--- config.mk ---
export PLATFORM = sky130hd
export DESIGN_NAME = pipe_stage_skid
export DESIGN_NICKNAME = d
export VERILOG_FILES = /design/src/rtl/pipe_stage_skid_pkg.sv /design/src/rtl/pipe_stage_skid_sat_counter.sv /design/src/rtl/pipe_stage_skid.sv
export SDC_FILE = /design/constraint.sdc
export NUM_CORES = 1
export LEC_CHECK = 0
export ABC_AREA = 1
export BUFFER_PORTS_ARGS = -buffer_cell sky130_fd_sc_hd__buf_2
export CAP_MARGIN = 40
export CORE_MARGIN = 2
export CORE_UTILIZATION = 45
export CTS_CLUSTER_DIAMETER = 80
export DETAILED_ROUTE_END_ITERATION = 7
export PLACE_DENSITY = 0.82
export SYNTH_ARGS = -nofsm -noshare
export SYNTH_HDL_FRONTEND = slang
export SYNTH_SLANG_ARGS = --single-unit
--- constraint.sdc ---
create_clock -name clk -period 10.1 [get_ports clk]
set_input_delay 2.02 -clock clk [delete_from_list [all_inputs] [get_ports clk]]
set_output_delay 2.02 -clock clk [all_outputs]
set_load 0.01 [all_outputs]
--- src/rtl/pipe_stage_skid_pkg.sv ---
// Shared types and default widths for the skid-buffered pipeline stage.
package pipe_pkg;

  typedef enum logic [1:0] {
    EMPTY = 2'd0,
    ONE   = 2'd1,
    TWO   = 2'd2
  } pipe_state_t;

  localparam int DEF_DATA_W = 32;
  localparam int DEF_RD_W   = 5;
  localparam int DEF_CNT_W  = 32;

  typedef struct packed {
    logic [DEF_RD_W-1:0] rd;
    logic                reg_write;
  } wb_sideband_t;

endpackage

--- src/rtl/pipe_stage_skid_sat_counter.sv ---
// Saturating up-counter with increment enable; sticks at all-ones.
module pipe_sat_counter #(
  parameter int CNT_W = 32
) (
  input  logic             clk,
  input  logic             rst,
  input  logic             inc,
  output logic [CNT_W-1:0] cnt
);

  function automatic logic [CNT_W-1:0] sat_inc(input logic [CNT_W-1:0] v);
    return (v == {CNT_W{1'b1}}) ? v : v + 1'b1;
  endfunction

  always_ff @(posedge clk) begin
    if (!rst) begin
      cnt <= '0;
    end else if (inc) begin
      cnt <= sat_inc(cnt);
    end
  end

endmodule

--- src/rtl/pipe_stage_skid.sv ---
// Pipeline stage with valid/ready handshake and 2-entry skid buffer.
// Define PIPE_STAGE_PERF_EN to build the stall/bubble performance counters.
module pipe_stage_skid
  import pipe_pkg::*;
#(
  parameter int DATA_W = DEF_DATA_W,
  parameter int RD_W   = DEF_RD_W,
  parameter int CNT_W  = DEF_CNT_W
) (
  input  logic              clk,
  input  logic              rst,
  input  logic              flush,
  input  logic              in_valid,
  output logic              in_ready,
  input  logic [DATA_W-1:0] in_data,
  input  logic [RD_W-1:0]   in_rd,
  input  logic              in_reg_write,
  output logic              out_valid,
  input  logic              out_ready,
  output logic [DATA_W-1:0] out_data,
  output logic [RD_W-1:0]   out_rd,
  output logic              out_reg_write,
  output logic [CNT_W-1:0]  stall_cnt,
  output logic [CNT_W-1:0]  bubble_cnt
);

  pipe_state_t state_q, state_d;

  // p0 = main register (drives out_*), p1 = skid register
  logic              vld_p0, vld_p1;
  logic [DATA_W-1:0] data_p0, data_p1;
  logic [RD_W-1:0]   rd_p0, rd_p1;
  logic              we_p0, we_p1;

  logic accept, pop;
  logic load_main, load_skid, move_skid;

  // in_ready is the inverted skid valid flop: no path from out_ready
  assign in_ready = ~vld_p1;
  assign accept   = in_valid & in_ready;
  assign pop      = vld_p0 & out_ready;

  always_comb begin
    state_d   = state_q;
    load_main = 1'b0;
    load_skid = 1'b0;
    move_skid = 1'b0;
    if (flush) begin
      state_d = EMPTY;
    end else begin
      case (state_q)
        EMPTY: begin
          if (accept) begin
            state_d   = ONE;
            load_main = 1'b1;
          end
        end
        ONE: begin
          if (accept && pop) begin
            load_main = 1'b1;
          end else if (pop) begin
            state_d = EMPTY;
          end else if (accept) begin
            state_d   = TWO;
            load_skid = 1'b1;
          end
        end
        TWO: begin
          if (pop) begin
            state_d   = ONE;
            move_skid = 1'b1;
          end
        end
        default: state_d = EMPTY;
      endcase
    end
  end

  always_ff @(posedge clk) begin
    if (!rst) begin
      state_q <= EMPTY;
      vld_p0  <= 1'b0;
      vld_p1  <= 1'b0;
    end else begin
      state_q <= state_d;
      vld_p0  <= (state_d != EMPTY);
      vld_p1  <= (state_d == TWO);
    end
  end

  // Main register: loads from input or from skid; fields survive flush
  always_ff @(posedge clk) begin
    if (!rst) begin
      data_p0 <= '0;
      rd_p0   <= '0;
      we_p0   <= 1'b0;
    end else if (load_main) begin
      data_p0 <= in_data;
      rd_p0   <= in_rd;
      we_p0   <= in_reg_write;
    end else if (move_skid) begin
      data_p0 <= data_p1;
      rd_p0   <= rd_p1;
      we_p0   <= we_p1;
    end
  end

  always_ff @(posedge clk) begin
    if (load_skid) begin
      data_p1 <= in_data;
      rd_p1   <= in_rd;
      we_p1   <= in_reg_write;
    end
  end

  assign out_valid     = vld_p0;
  assign out_data      = data_p0;
  assign out_rd        = rd_p0;
  assign out_reg_write = we_p0 & vld_p0;

`ifdef PIPE_STAGE_PERF_EN
  pipe_sat_counter #(.CNT_W(CNT_W)) u_stall_cnt (
    .clk (clk),
    .rst (rst),
    .inc (vld_p0 & ~out_ready),
    .cnt (stall_cnt)
  );

  pipe_sat_counter #(.CNT_W(CNT_W)) u_bubble_cnt (
    .clk (clk),
    .rst (rst),
    .inc (~vld_p0),
    .cnt (bubble_cnt)
  );
`else
  assign stall_cnt  = '0;
  assign bubble_cnt = '0;
`endif

endmodule

* After elaboration in Yosys (flattened, before gate mapping) *
Index checks and enable logic that the tools add are counted.

cells by class
  reduce and logical (&&, ||, !) cells = 4
  equality and inequality tests = 3
  multiplexer cells = 24
  bitwise operators = 4

operator list
  cell                count
  $mux 32             2
  $mux 1              12
  $mux 2              6
  $mux 5              2
  $pmux 2 s3          1
  $eq 2x2->1 const B  2
  $reduce_bool 2->1   2
  $and 1x1->1         3
  $eq 2x1->1 const B  1
  $logic_not 2->1     1
  $pmux 1 s2          1
  $logic_and 1x1->1   1
  $not 1->1           1

word-level totals
  bits in registers = 80

* Depth between registers and ports, before layout *
Gate-level depths: netlist of the first run.

  word-level depth = 8
  gate-level depth with buffers = 8
  gate-level depth less buffers = 7

* Worst setup path before layout of the first run *
No wires, ideal clock.

  path type = input to register
  start point = in out_ready
  end point = reg data_p1[0], enable pin
  required time = 9.620 ns
  library setup time = 0.480 ns
  data arrival time = 5.108 ns
  stages = 5
  path buffers = 2
  path slack = 4.512 ns
  path through = nand2_1 > nand2_1 > buf_2 > buf_2 > nor3_1

on the way
  word-level cells in the longest chain between the ends = 5
  elaborated cells on any way between the ends = 6

RTL lines
  what                                         line                                          text
  from (decl)                                  pipe_stage_skid.sv:19                         input logic out_ready,
  $and 1x1->1 *                                pipe_stage_skid.sv:41                         assign pop = vld_p0 & out_ready;
  $mux 1 or $logic_and 1x1->1 (tied branches)  pipe_stage_skid.sv:61, pipe_stage_skid.sv:59
  $mux 1 *                                     pipe_stage_skid.sv:59                         if (accept && pop) begin
  $mux 1 *                                     pipe_stage_skid.sv:51                         case (state_q)
  $mux 1 *                                     pipe_stage_skid.sv:48                         if (flush) begin
  named net load_skid                          pipe_stage_skid.sv:36                         logic load_main, load_skid, move_skid;
  to (signal assigned)                         pipe_stage_skid.sv:110                        data_p1 <= in_data;
  to (decl)                                    pipe_stage_skid.sv:31                         logic [DATA_W-1:0] data_p0, data_p1;

The timed path passes the listed nets; every way through them passes the cells marked *.
A chain may end at the register's enable or synchronous reset.

* Worst setup path after layout of the first run *
  start point = in out_ready
  end point = reg rd_p0[2] (netlist: out_rd[2])

on the way
  word-level cells in the longest chain between the ends = 6
  elaborated cells on any way between the ends = 10

RTL lines
  what                                         line                    text
  $and 1x1->1 *                                pipe_stage_skid.sv:41
  $logic_and 1x1->1                            pipe_stage_skid.sv:59
  $mux 1                                       pipe_stage_skid.sv:59
  $pmux 1 s2                                   pipe_stage_skid.sv:51
  $mux 1                                       pipe_stage_skid.sv:48
  $mux 5 or $reduce_bool 2->1 (tied branches)  --
  to (signal assigned)                         pipe_stage_skid.sv:99   rd_p0 <= in_rd;
  to (signal assigned)                         pipe_stage_skid.sv:103  rd_p0 <= rd_p1;
  to (decl)                                    pipe_stage_skid.sv:32   logic [RD_W-1:0] rd_p0, rd_p1;

Every way passes the cells marked *; elsewhere a longest branch is shown, timed or not.

==> impl_metrics.toml, run 1 <==
[clock_network]
holdBufCountCts = 0
clk_path_buf_depth = 2
cts_resized = 0
cts_sinks = 80
insertion_delay_ns = 0.35
root_buffer = "clkbuf_8"
clk_pin_slew_ns = 0.07
cts_tree = "done"
h-tree-depth = 3
numCtsBuffers = 9
cts_setup_buffers = 0

[min_path]
min_path_type = "reg2reg"
hp-start = "out_data[27]"

[sta]
fmax_mhz = 257
maxSlewViolCount = 0
skew_ns = 0.00598
post-route-min-period_ns = 3.89
finalSetupViolations = 0
fin_setup_tns_ns = 0
hold_viol = 0
worst_slew_pin_slew_ns = 0.806
rsz0062_at_grt = "no"
slew_headroom_pct = 46.1
setup_ws_ns = 6.21
fin_crit_sh_pct = 38.5

[power]
ir_worst_vdd_uv = 71.6
p_leak_uw = 0.00220
power_density_nw_per_um2 = 151

[setup_path]
required_ns = 10.31
crit_type = "in2reg"
crit_path_end_kind = "flop"
reg2reg_from = "out_valid"
cp_max_fo = 37
startpoint = "out_ready"
arrival_ns = 4.10
cp-start-kind = "input pin"

[synth]
synthFlopType = "dfxtp_1"
synth.distinct_cells = 22
synthCells = 462
synth_top_area_share_pct = 29.1
ys_ff_latch = 80
synth-async-reset-ratio_pct = 0
syn_area_um2 = 3920
synth_edf_count = 38
synth_area_leader_cell = "edfxtp_1"
syn_avg_cell_area_um2 = 8.47
ys.warnings.count = 0
yosysSeqAreaShare_pct = 50.6
ys_top_cells_by_area = "edfxtp_1 (29%), dfxtp_1 (21%), buf_4 (12%)"

[place]
dp_hpwl_um = 5800
gp_congestion = 0.694
place_inst = 635
io_buffers = 82
pre_cts_ws_ns = 5.83

[die]
num_rows = 34
ios = 147
die_x_um = 97.3
core_area_um2 = 8590
initial_core_util_pct = 45.6
die_h_um = 97.3
dieArea_um2 = 9460

[status]
outcome = "finished clean"

[routing]
wirelength_um = 8080
ant_nets = 0
wl_per_cell_um = 12.4
dr.pass1.iters = 4
drc_errors = 0
drtIter0Drc = 166
vias_per_cell = 4.51
vias = 2937

[finish]
stdcell_count = 651
n_fill_cell = 827
syn_to_final_growth_pct = 11.2
finish.utilization_pct = 50.7
drive_gt1_share_pct = 20.1
fin_nets = 581
antenna_cells = 0

[global_routing]
grt_max_degree = 38
grt_pass1_wl_um = 13100
grt_antenna_before_repair = 0
grt_usage_pct = 17.4
grt_pass1_vias = 2769
overflow = 0

[job]
max-cap-violations = 0
-- layout make-up --
class	count	area [um2]	area share (%)
clock inverters	2	12.5	0.287
well taps	108	135	3.10
flip-flops and latches	80	1980	45.5
clock buffers	14	173	3.97
inverters	83	317	7.27
repair buffers	87	492	11.3
multi-input cells	277	1240	28.5
-- Yosys cell counts (5+ instances only) --
master    number
nor2_1         7
inv_1         81
a21oi_1       39
clkbuf_1       6
buf_6          6
o21ai_0        5
buf_2          9
nand3_1       74
nand2_1       81
buf_4         64
edfxtp_1      38
dfxtp_1       42
-- logic make-up after synthesis --
kind of cell | share of synthesized area, %
flops | 50.6
other cells | 0.0958
buf+inv | 23.8
simple gates | 19.8
compound gates | 5.62
-- sequential cells by signal, summed over array words and instances, names as in the netlist --
signal,flops
out_valid,1
state_q,2
we_p1,1
out_data,32
vld_p1,1
data_p1,32
we_p0,1
rd_p1,5
out_rd,5
-- layout by cell type, fill, tap and decap left out, types with 2 or more instances in the layout --
master / n
dfxtp_1: 42
nand2_1: 81
inv_1: 81
a21oi_1: 39
buf_16: 2
clkbuf_1: 2
edfxtp_1: 38
nand3_1: 74
clkbuf_8: 12
o21ai_0: 5
conb_1: 64
nor2_1: 7
buf_2: 82
buf_4: 2
-- final timing paths --
check,end,slack [ns],cells after the start
worst max register to register,out_rd[2],7.55,9
worst min register to register,out_data[27],0.47,2
worst max-delay path,out_rd[2],6.21,10
worst min-delay path,out_data[27],0.47,2
-- critical path, stage by stage --
cell	delay (ns)
buf_2	0.08
nand2_1	0.06
nand2_1	0.34
buf_4	0.38
nand3_2	0.35
buf_16	0.30
nand2_8	0.22
inv_6	0.16
nand2_1	0.10
a21oi_1	0.07
-- power breakdown --
part	switching, uW	internal, uW
Sequential	6.29	351
Combinational	57.2	27.6
Clock	108	109
-- routing by layer --
metal / routed length, um / track usage, %
met5: 0 / 0
met4: 103 / 6.62
met3: 557 / 4.24
met2: 4000 / 29.5
met1: 3410 / 21.5
-- metrics by stage --
step	cell area [um2]	total power, uW	hold WS, ns
6_report	4350	659	0.466
5_1_grt	4350	688	0.488
4_1_cts	4350	667	0.470
3_5_place_dp	4170	450	0.457
3_3_place_gp	4100	443	0.450
2_1_floorplan	4150	439	0.444
(Power assumes the default switching activity.)
==> run 2: changes to the inputs <==
--- a/config.mk
+++ b/config.mk
@@ -12,7 +12,7 @@
 export CORE_UTILIZATION = 45
 export CTS_CLUSTER_DIAMETER = 80
 export DETAILED_ROUTE_END_ITERATION = 7
-export PLACE_DENSITY = 0.82
+export PLACE_DENSITY = 0.85
 export SYNTH_ARGS = -nofsm -noshare
 export SYNTH_HDL_FRONTEND = slang
 export SYNTH_SLANG_ARGS = --single-unit
==> constraint.sdc (replaced) <==
create_clock -name clk -period 3.4 [get_ports clk]
set_input_delay 0.68 -clock clk [delete_from_list [all_inputs] [get_ports clk]]
set_output_delay 0.68 -clock clk [all_outputs]
set_load 0.01 [all_outputs]
==> run 2 against run 1 <==
Effect of this change: die area unchanged; sequential cell count unchanged; count of clock-buffer cells in the layout decreased by 4; wire length decreased by 6.0%; combinational power increased to 2.9 times the previous value; clock skew increased by 0.0019 ns.
==> impl_metrics.toml, run 2 (synthesis results as in run 1) <==
[place]
io_buffers = 82
dp_hpwl_um = 5210
place_area_um2 = 4130
place_inst = 635
gp_congestion = 0.773
pre_cts_ws_ns = 1.11

[finish]
drive_gt1_share_pct = 20.3
fin_nets = 581
regArea_um2 = 1980
stdcell_count = 651
mostFrequentLayoutCell = "buf_2"
antenna_cells = 0
final_area_um2 = 4320
syn_to_final_growth_pct = 10.3
final_cell_mix = "buf_2 (82), nand2_1 (81), inv_1 (81), nand3_1 (74), conb_1 (64)"
n_fill_cell = 835
multiInputGateArea_um2 = 1250

[sta]
fmax_mhz = 516
setup_ws_ns = 1.46
worst_slew_pin_slew_ns = 0.790
maxSlewViolCount = 0
finalSetupViolations = 0
fin_crit_sh_pct = 57.0
fin_setup_tns_ns = 0
slew_headroom_pct = 47.2
post-route-min-period_ns = 1.94
hold_viol = 0
rsz0062_at_grt = "no"
skew_ns = 0.00791

[routing]
vias = 2949
drtIter0Drc = 169
ant_nets = 0
dr.pass1.iters = 4
drc_errors = 0
wl_per_cell_um = 11.7
vias_per_cell = 4.53
wirelength_um = 7590

[power]
power_uw = 1970
power_density_nw_per_um2 = 457
ir_worst_vdd_uv = 290
p_leak_uw = 0.00218

[global_routing]
grt_max_degree = 39
grt_usage_pct = 16.6
grt_antenna_before_repair = 0
grt_pass1_wl_um = 12900
grt_pass1_vias = 2818
overflow = 0

[clock_network]
clk_pin_slew_ns = 0.08
insertion_delay_ns = 0.34
cts_tree = "done"
h-tree-depth = 3
holdBufCountCts = 0
cts_resized = 0
cts_setup_buffers = 0
cts_sinks = 80
numCtsBuffers = 9
clk_path_buf_depth = 2
root_buffer = "clkbuf_8"

[job]
max-cap-violations = 0

[min_path]
min_path_type = "reg2reg"

[die]
num_rows = 34
initial_core_util_pct = 45.6
die_h_um = 97.3
ios = 147
core_area_um2 = 8590
dieArea_um2 = 9460
die_x_um = 97.3

[setup_path]
cp_max_fo = 37
required_ns = 3.60
cp-start-kind = "input pin"
crit_path_end_kind = "flop"
crit_type = "in2reg"
arrival_ns = 2.14

[status]
outcome = "finished clean"
run 2: cell types whose count changed in the layout (fill, tap and decap cells not counted):
| cell | delta |
|---|---|
| clkbuf_1 | -1 |
| buf_6 | -1 |
| clkbuf_8 | -3 |
| buf_16 | -2 |
| buf_4 | +3 |
| nor3_4 | +1 |
| bufinv_16 | +1 |
| clkinv_2 | +2 |
| clkinv_4 | +1 |
| nor3_2 | -1 |
run 2: critical path, cell delays in order:
cell	delay, ns
buf_2	0.09
inv_1	0.03
nor2_1	0.14
nand3_2	0.43
nand2_8	0.41
inv_6	0.17
nand2_1	0.10
a21oi_1	0.07
run 2: area by class of cell:
| class | instances | share of cell area [%] |
|---|---|---|
| flip-flops and latches | 80 | 45.9 |
| well taps | 108 | 3.13 |
| clock inverters | 6 | 1.42 |
| repair buffers | 87 | 10.4 |
| inverters | 83 | 7.33 |
| multi-input cells | 277 | 28.9 |
| clock buffers | 10 | 2.95 |
run 2: through the flow:
stage | util, % | hold slack, ns
global placement | 48.1 | 0.451
finish | 50.3 | 0.464
CTS | 50.3 | 0.465
floorplan | - | 0.444
detailed placement | 48.1 | 0.453
global route | 50.3 | 0.489
run 2: final timing paths:
kind | startpoint | end | slack (ns) | cells after the start
max | in_valid | out_data[5] | 1.46 | 8
min | out_data[20] | out_data[20] | 0.46 | 2
max reg2reg | out_valid | out_data[5] | 1.56 | 7
min reg2reg | out_data[20] | out_data[20] | 0.46 | 2
run 2: power breakdown:
group	leakage, uW	switching [uW]	total [uW]	internal [uW]
clock network	0.0000960	332	669	337
logic	0.00140	168	245	76.3
registers	0.000686	17.4	1060	1040
run 2: routing by layer:
metal | GRT usage (%) | share of wire (%)
met5 | 0 | 0
met4 | 4.81 | 1.2
met3 | 4.39 | 6.5
met2 | 28.5 | 48
met1 | 20.7 | 44
